--- src/rtl/oled_tile_selector.sv ---
// rtl/oled_tile_selector.sv - push-button colour tiles with debounce and registered RGB565 pixel lookup
//
// Purpose:
//   A vertical stack of N_TILES square tiles. Each tile has a push-button.
//   An accepted press steps that tile through a colour palette. Each channel
//   has a lockout FSM (IDLE/LOCK/HELD). The block answers (x, y) pixel queries
//   with a registered RGB565 value. A match-indicator circle below the tiles
//   lights when every tile shows the same match colour (index 1 or 4).
//
// Optional feature:
//   TILE_AUTO_REPEAT_EN - when defined, a held button keeps stepping its tile
//   once every REPEAT_TICKS ticks after the lockout ends.
//
// Ports:
//   CLK         system clock, rising edge
//   RST_N       asynchronous active-low reset
//   tick_1ms    one-cycle enable pulse per millisecond
//   enable      1 = accept new presses
//   btn         raw active-high buttons, bit i drives tile i (tile 0 on top)
//   x, y        pixel query column 0..95, row 0..63
//   pixel_data  RGB565 for the (x, y) presented on the previous cycle
//   colour_idx  tile i colour index at bits [3i+2:3i]
//   match       all indices equal and equal to 1 or 4
module oled_tile_selector #(
  parameter int N_TILES        = 3,
  parameter int NUM_COLOURS    = 6,
  parameter int DEBOUNCE_TICKS = 200,
  parameter int REPEAT_TICKS   = 500,
  parameter int TILE_X0        = 42,
  parameter int TILE_Y0        = 3,
  parameter int TILE_SIZE      = 14,
  parameter int TILE_PITCH     = 16,
  parameter int CIRC_CX        = 48,
  parameter int CIRC_CY        = 56,
  parameter int CIRC_R2        = 42
) (
  input  logic                   CLK,
  input  logic                   RST_N,
  input  logic                   tick_1ms,
  input  logic                   enable,
  input  logic [N_TILES-1:0]     btn,
  input  logic [6:0]             x,
  input  logic [5:0]             y,
  output logic [15:0]            pixel_data,
  output logic [3*N_TILES-1:0]   colour_idx,
  output logic                   match
);

  localparam int MAX_TICKS = (DEBOUNCE_TICKS > REPEAT_TICKS) ? DEBOUNCE_TICKS : REPEAT_TICKS;
  localparam int CW        = $clog2(MAX_TICKS + 1);
  localparam logic [CW-1:0] DEB_LOAD = CW'(DEBOUNCE_TICKS);
`ifdef TILE_AUTO_REPEAT_EN
  localparam logic [CW-1:0] REP_LOAD = CW'(REPEAT_TICKS);
`endif
  localparam logic [2:0] LAST_IDX = 3'(NUM_COLOURS - 1);

  typedef enum logic [1:0] {IDLE, LOCK, HELD} state_t;

  logic [N_TILES-1:0] sync_a, sync_b, prev, armed, rise;
  logic [1:0]         warm;

  state_t        state    [N_TILES];
  state_t        state_nx [N_TILES];
  logic [CW-1:0] cnt      [N_TILES];
  logic [CW-1:0] cnt_nx   [N_TILES];
  logic [2:0]    idx      [N_TILES];
  logic [2:0]    idx_nx   [N_TILES];

  function automatic logic [2:0] next_colour(input logic [2:0] c);
    return (c == LAST_IDX) ? 3'd0 : c + 3'd1;
  endfunction

  function automatic logic [15:0] palette(input logic [2:0] c);
    case (c)
      3'd0:    return 16'hFFFF;
      3'd1:    return 16'hF800;
      3'd2:    return 16'h07E0;
      3'd3:    return 16'h001F;
      3'd4:    return 16'hFD20;
      3'd5:    return 16'h0000;
      3'd6:    return 16'hFFE0;
      default: return 16'h07FF;
    endcase
  endfunction

  // Synchroniser, edge register and arming. 'warm' waits until the
  // synchroniser holds a real sample after reset. A channel arms only after
  // it has seen the button released, so a button held through reset cannot
  // produce a phantom rising edge.
  always_ff @(posedge CLK or negedge RST_N) begin
    if (!RST_N) begin
      sync_a <= '0;
      sync_b <= '0;
      prev   <= '0;
      armed  <= '0;
      warm   <= '0;
    end else begin
      sync_a <= btn;
      sync_b <= sync_a;
      prev   <= sync_b;
      if (warm != 2'd2) warm <= warm + 2'd1;
      else              armed <= armed | ~sync_b;
    end
  end

  assign rise = sync_b & ~prev & armed;

  always_ff @(posedge CLK or negedge RST_N) begin
    if (!RST_N) begin
      for (int i = 0; i < N_TILES; i++) begin
        state[i] <= IDLE;
        cnt[i]   <= '0;
        idx[i]   <= '0;
      end
    end else begin
      for (int i = 0; i < N_TILES; i++) begin
        state[i] <= state_nx[i];
        cnt[i]   <= cnt_nx[i];
        idx[i]   <= idx_nx[i];
      end
    end
  end

  always_comb begin
    for (int i = 0; i < N_TILES; i++) begin
      state_nx[i] = state[i];
      cnt_nx[i]   = cnt[i];
      idx_nx[i]   = idx[i];
      case (state[i])
        IDLE: begin
          if (rise[i] && enable) begin
            idx_nx[i]   = next_colour(idx[i]);
            cnt_nx[i]   = DEB_LOAD;
            state_nx[i] = LOCK;
          end
        end
        LOCK: begin
          if (cnt[i] == '0) begin
            if (!sync_b[i]) begin
              state_nx[i] = IDLE;
            end else begin
              state_nx[i] = HELD;
`ifdef TILE_AUTO_REPEAT_EN
              cnt_nx[i]   = REP_LOAD;
`endif
            end
          end else if (tick_1ms) begin
            cnt_nx[i] = cnt[i] - CW'(1);
          end
        end
        HELD: begin
          if (!sync_b[i]) begin
            state_nx[i] = IDLE;
            cnt_nx[i]   = '0;
          end
`ifdef TILE_AUTO_REPEAT_EN
          // A repeat that falls due while disabled waits at zero until
          // enable returns.
          else if (cnt[i] == '0) begin
            if (enable) begin
              idx_nx[i] = next_colour(idx[i]);
              cnt_nx[i] = REP_LOAD;
            end
          end else if (tick_1ms) begin
            cnt_nx[i] = cnt[i] - CW'(1);
          end
`endif
        end
        default: begin
          state_nx[i] = IDLE;
          cnt_nx[i]   = '0;
        end
      endcase
    end
  end

  genvar g;
  generate
    for (g = 0; g < N_TILES; g++) begin : g_idx
      assign colour_idx[3*g +: 3] = idx[g];
    end
  endgenerate

  always_comb begin
    match = (idx[0] == 3'd1) || (idx[0] == 3'd4);
    for (int i = 1; i < N_TILES; i++) begin
      if (idx[i] != idx[0]) match = 1'b0;
    end
  end

  logic                tile_hit;
  logic [2:0]          tile_sel;
  logic signed [7:0]   dx, dy;
  logic [7:0]          adx, ady;
  logic [15:0]         dist2;
  logic                in_circle;
  logic [15:0]         pix_nx;

  // The lowest-numbered tile wins if tile regions ever overlap.
  always_comb begin
    tile_hit = 1'b0;
    tile_sel = '0;
    for (int i = 0; i < N_TILES; i++) begin
      if (!tile_hit &&
          int'(x) >= TILE_X0 && int'(x) <= TILE_X0 + TILE_SIZE - 1 &&
          int'(y) >= TILE_Y0 + i*TILE_PITCH &&
          int'(y) <= TILE_Y0 + i*TILE_PITCH + TILE_SIZE - 1) begin
        tile_hit = 1'b1;
        tile_sel = idx[i];
      end
    end
  end

  // Signed 8-bit differences. Squaring the magnitudes in 16 bits cannot
  // overflow, because the magnitudes are at most 128.
  assign dx        = $signed({1'b0, x}) - $signed(8'(CIRC_CX));
  assign dy        = $signed({2'b0, y}) - $signed(8'(CIRC_CY));
  assign adx       = dx[7] ? unsigned'(-dx) : unsigned'(dx);
  assign ady       = dy[7] ? unsigned'(-dy) : unsigned'(dy);
  assign dist2     = ({8'd0, adx} * {8'd0, adx}) + ({8'd0, ady} * {8'd0, ady});
  assign in_circle = (dist2 <= 16'(CIRC_R2));

  always_comb begin
    pix_nx = 16'h0000;
    if (tile_hit)                pix_nx = palette(tile_sel);
    else if (in_circle && match) pix_nx = palette(idx[0]);
  end

  always_ff @(posedge CLK or negedge RST_N) begin
    if (!RST_N) pixel_data <= 16'h0000;
    else        pixel_data <= pix_nx;
  end

endmodule

--- config.mk ---
export PLATFORM = sky130hd
export DESIGN_NAME = oled_tile_selector
export DESIGN_NICKNAME = d
export VERILOG_FILES = /design/src/rtl/oled_tile_selector.sv
export SDC_FILE = /design/constraint.sdc
export NUM_CORES = 1
export LEC_CHECK = 0
export BUFFER_PORTS_ARGS = -buffer_cell sky130_fd_sc_hd__buf_4
export CAP_MARGIN = 20
export CELL_PAD_IN_SITES_DETAIL_PLACEMENT = 0
export CELL_PAD_IN_SITES_GLOBAL_PLACEMENT = 1
export CORE_MARGIN = 2
export CORE_UTILIZATION = 40
export DETAILED_ROUTE_END_ITERATION = 10
export PLACE_DENSITY_LB_ADDON = 0.1
export SKIP_CTS_REPAIR_TIMING = 1
export SLEW_MARGIN = 20
export SYNTH_ARGS = -nofsm -noshare
export SYNTH_HDL_FRONTEND = slang
export SYNTH_SLANG_ARGS = --single-unit
--- constraint.sdc ---
create_clock -name CLK -period 4.9 [get_ports CLK]
set_input_delay 0.98 -clock CLK [delete_from_list [all_inputs] [get_ports CLK]]
set_output_delay 0.98 -clock CLK [all_outputs]
set_load 0.03 [all_outputs]
After elaboration in Yosys (flattened, before gate mapping). Cells that the tools add are included.

Multiplexer cells: 47. Reduce and logical (&&, ||, !) cells: 35. Order comparisons: 9. Equality and inequality tests: 38. Bitwise gates (word level): 5. Add/subtract/negate cells: 12. Multiply operators: 2.

Operator list (number): 16-bit one-hot mux with 7 select lines (2); 9-bit 2-to-1 mux (12); 9-bit one-hot mux with 3 select lines (3); 8-bit by 8-bit multiplier with 16-bit output (2); 16-bit 2-to-1 mux (2); 2-bit != test (second input constant) (16); 9-bit logical NOT (3); 9-bit by 1-bit subtractor with 9-bit output (second input constant) (3); 3-bit == test (second input constant) (8); 2-bit 2-to-1 mux (12); 3-bit 2-to-1 mux (6); 2-bit one-hot mux with 3 select lines (3); 16-bit adder (1); 16-bit by 6-bit <= comparator with 1-bit output (second input constant) (1); 8-bit 2-to-1 mux (2); 1-bit logical AND (15); 3-bit by 2-bit == test with 1-bit output (second input constant) (4); 6-bit <= comparator (second input constant) (2); 4-bit AND reduction (3); 3-bit by 1-bit adder with 3-bit output (second input constant) (3); 3-bit AND reduction (3); 7-bit negation with 8-bit output (1); 8-bit negation (1); 7-bit by 6-bit subtractor with 8-bit output (second input constant) (1); other kinds (21) (39).

Logic and storage cells: 163. Register bits: 72. Output and inout bits: 26. Bits of input ports: 20.

Longest topological paths before layout.
Depth after elaboration: 20. Mapped depth: 26. Mapped depth without buffers: 25.

Worst setup path before layout. OpenSTA, ideal clock, no wires.

Path kind: input -> register. Start: input port y[2]. End: register pixel_data[14]. Data required time: 4.819 ns. Setup time: 0.081 ns. Arrival: 7.023 ns. Path buffers: 1. Setup slack: -2.204 ns. Stages on the path: 23. Path through: buf_2 > or4b_4 > nand3_1 > o21ai_2 > xor2_2 > inv_2 > nand2_1 > fa_1 > inv_1 > fa_1 > fa_1 > fa_1 > fa_1 > inv_1 > fa_1 > inv_1 > ha_1 > or3_1 > or2_2 > o221ai_1 > mux2i_1 > o2111ai_1 > o22ai_2.

Cells in the longest elaborated chain, start to end: 19. Elaborated cells on any way between the ends: 41. Those cells by class: add/sub (3); mul (1); order compare (7); eq/ne (6); mux (10); reduce/logical (14).

Ends and longest elaborated chain: start: declaration (line 43) `input logic [5:0] y,`; parallel branches: the longest is 18 deep, another holds 8-bit by 8-bit multiplier with 16-bit output; 16-bit 2-to-1 mux * (line 225) `if (tile_hit) pix_nx = palette(tile_sel);`; end signal: assignment (line 231) `else pixel_data <= pix_nx;`; end: declaration (line 44) `output logic [15:0] pixel_data,`.

Mark *: on every way between the ends. A chain may end at the register's enable or synchronous reset.

Worst setup path after layout.
Start: input port y[3]. End: register pixel_data[10].

Cells in the longest elaborated chain, start to end: 19. Elaborated cells on any way between the ends: 41. Those cells by class: add/sub (3); mul (1); order compare (7); eq/ne (6); mux (10); reduce/logical (14).

Ends and longest elaborated chain: parallel branches: the longest is 18 deep, another holds 8-bit by 8-bit multiplier with 16-bit output; 16-bit 2-to-1 mux * (line 225); net pix_nx[10] (line 197) `logic [15:0] pix_nx;`.

Mark *: on every way through the listed nets, which the timed path passes.

==> flow_summary.ini <==
[yosys]
synth-edff-count = 0
syn-cell-area_um2 = 7060
synth-seq-cells = 60
synth_seq_area_share_pct = 21.3
avgSynthCellArea_um2 = 9.11
synth_warnings = 0
synth-main-ff-cell = dfrtp_1
netlist_instances = 775
ys_async_sr_fraction_pct = 100
synth.distinct_cells = 81

[finish]
area_growth_pct = 28.0
nFillCells = 1605
multi_input_area_um2 = 5260
antennaDiodeCount = 0
seq_area_um2 = 1500
fin_nets = 1100
drive_above_1_share_pct = 25.6

[die]
initial_core_util_pct = 40.8
core_um2 = 17300
die_w_um = 137
dieHeight_um = 137
fp-row-count = 48
ios = 46
die_area_um2 = 18700

[clocking]
clock-root-buffer = clkbuf_16
h-tree-depth = 3
clk_pin_slew_ps = 60
cts_num_sinks = 60
cts_buffer_depth = 2
clock_latency_ps = 330
tritoncts = yes
numCtsBuffers = 9

[timing]
fin_crit_ps = 6660
relSlewSlack_pct = 49.2
setup_viol = 3
hold_slack_ps = 346
clock_skew_ps = 6.16
max_clock_freq_ghz = 0.150
layout_worst_path_cycle_share_pct = 136
rsz0062_at_grt = yes
hold_violations = 0
worst_pin_slew_ps = 762
fin_ws_ps = -1760
finalMaxSlewViolations = 0

[min_path]
holdPathStages = 0
min_to = sync_b[1]
min-delay-start = sync_a[1]
hold_path_class = flip-flop to flip-flop

[setup_path]
worst-path-max-fanout = 5
rrSetupSlack_ps = 2550
worstSetupEndpointType = flip-flop
r2r_cells = 8
timing.rr.start = cnt[18]
crit_required_ps = 5150
cp_cell_sequence = buf_8, ha_4, or4b_4, o21ai_4, xor2_4, buf_12, nor2_4, fa_2, fa_2, fa_2, fa_2, fa_1, inv_1, fa_1, inv_2, ha_4, or3_4, or2_4, o221ai_4, mux2i_2, o2111ai_4, o22ai_1
critical_path_arrival_ps = 6900
crit_slowest_cell = fa_2
timing.rr.end = cnt[25]
crit_path_start_kind = input port
max_stage_delay_ps = 580
path_class = input port to flip-flop
cpMostUsedCell = fa_2

[routing]
vias = 5809
wl_met2_um = 9040
final_antenna_net_count = 0
vias_per_cell = 4.98
routed.top_layer = met4
first_pass_iters = 5
wl_met3_um = 255
wire_per_inst_um = 14.6
wl_um = 17000
drcViolationCount = 0
wirelength_met1_um = 7400
drt_iter0_markers = 315

[status]
status = finished with violations
violations = negative setup slack

[grt]
grt_pass1_vias = 5932
grt-ovfl-total = 0
grt_max_degree = 61
track_usage_pct = 18.8
antenna_found_initial = 0
grt_pass1_wl_um = 28000

[place]
gp_congestion = 0.878
hpwl_um = 14200
io_buffer_count = 45

[run]
max-cap-violations = 0
placed cells by master (no fill, tap or decap), types with 10 or more instances in the layout:
cell type	instances
nor3_1	21
nor2_1	61
dfrtp_1	60
o21ai_0	25
a31oi_1	12
nand3_1	10
buf_4	151
a21oi_1	22
or3_1	13
nor2b_1	14
conb_1	21
xnor2_1	17
xor2_1	10
ha_1	62
inv_1	132
nand2_1	54
fa_1	67
Yosys cell counts (7+ instances only):
cell | instances | area share [%]
nor2_1 | 64 | 3.4
a21o_1 | 8 | 0.85
buf_4 | 12 | 1.3
clkbuf_1 | 7 | 0.37
nand2_1 | 56 | 3.0
nor2b_1 | 14 | 1.2
a21oi_1 | 22 | 1.6
ha_1 | 68 | 12
nor3_1 | 23 | 1.6
xnor2_1 | 21 | 2.6
dfrtp_1 | 60 | 21
or3_1 | 14 | 1.2
xor2_1 | 11 | 1.4
nand3_1 | 11 | 0.78
fa_1 | 75 | 21
inv_1 | 135 | 7.2
a31oi_1 | 14 | 1.2
o22a_1 | 9 | 1.1
o21ai_0 | 28 | 2.0
state kept, by name (all words and copies together) (netlist names):
register / cells
armed: 3
cnt: 27
colour_idx: 9
pixel_data: 4
prev: 3
state: 6
sync_a: 3
sync_b: 3
warm: 2
kinds of logic after synthesis:
kind of cell | share of synthesized area, %
AND/OR/NAND/NOR | 18.0
buffers and inverters | 9.34
adder cells (fa/ha/maj) | 33.3
AO/OA/AOI/OAI | 12.9
flip-flops | 21.3
XOR/XNOR | 4.20
multiplexers | 0.850
other | 0.106
critical path, delay by kind of cell:
kind / cells / cell delay (ps)
xor gates and xnor gates: 1 / 210
buffers and inverters: 4 / 320
and+or+nand+nor: 4 / 1180
muxes: 1 / 280
AOI/OAI and AO/OA: 4 / 750
adders and majority gates: 8 / 3190
how the worst max path moves through the flow:
stage | to | cells after the start | from | slack, ps
2_1_floorplan | pixel_data[14] | 20 | y[2] | -1730
3_3_place_gp | pixel_data[4] | 24 | y[3] | -2210
3_5_place_dp | pixel_data[4] | 24 | y[3] | -2340
4_1_cts | pixel_data[4] | 24 | y[3] | -2000
5_1_grt | pixel_data[14] | 23 | y[3] | -1990
6_report | pixel_data[10] | 22 | y[3] | -1760
cell type report:
type,count,share of cell area [%]
clock buffers,10,2.53
clock inverters,6,0.720
inverters,136,5.65
multi-input cells,575,58.2
flip-flops and latches,60,16.6
well taps,225,3.11
repair buffers,155,13.2
metrics by stage:
stage | worst slack (ps) | setup TNS (ps) | area (um2) | util, % | std cells
after floorplan | -1730 | -5140 | 7230 | - | 794
after global placement | -2210 | -6610 | 8510 | 49.2 | 1149
after detailed placement | -2340 | -6990 | 8510 | 49.2 | 1149
after CTS | -2000 | -5970 | 8800 | 50.9 | 1165
after global routing | -1990 | -5910 | 9040 | 52.3 | 1167
final | -1760 | -5230 | 9040 | 52.3 | 1167
per-layer routing:
layer | global-route usage (%) | vias to the layer above
li1 | - | 2870
met4 | 5.15 | 0
met1 | 23.5 | 2860
met2 | 34.9 | 63
met3 | 1.48 | 16
met5 | 0 | -
Power is not shown: default switching activity piles up to over one toggle a cycle in this logic, so the estimate is an artifact.
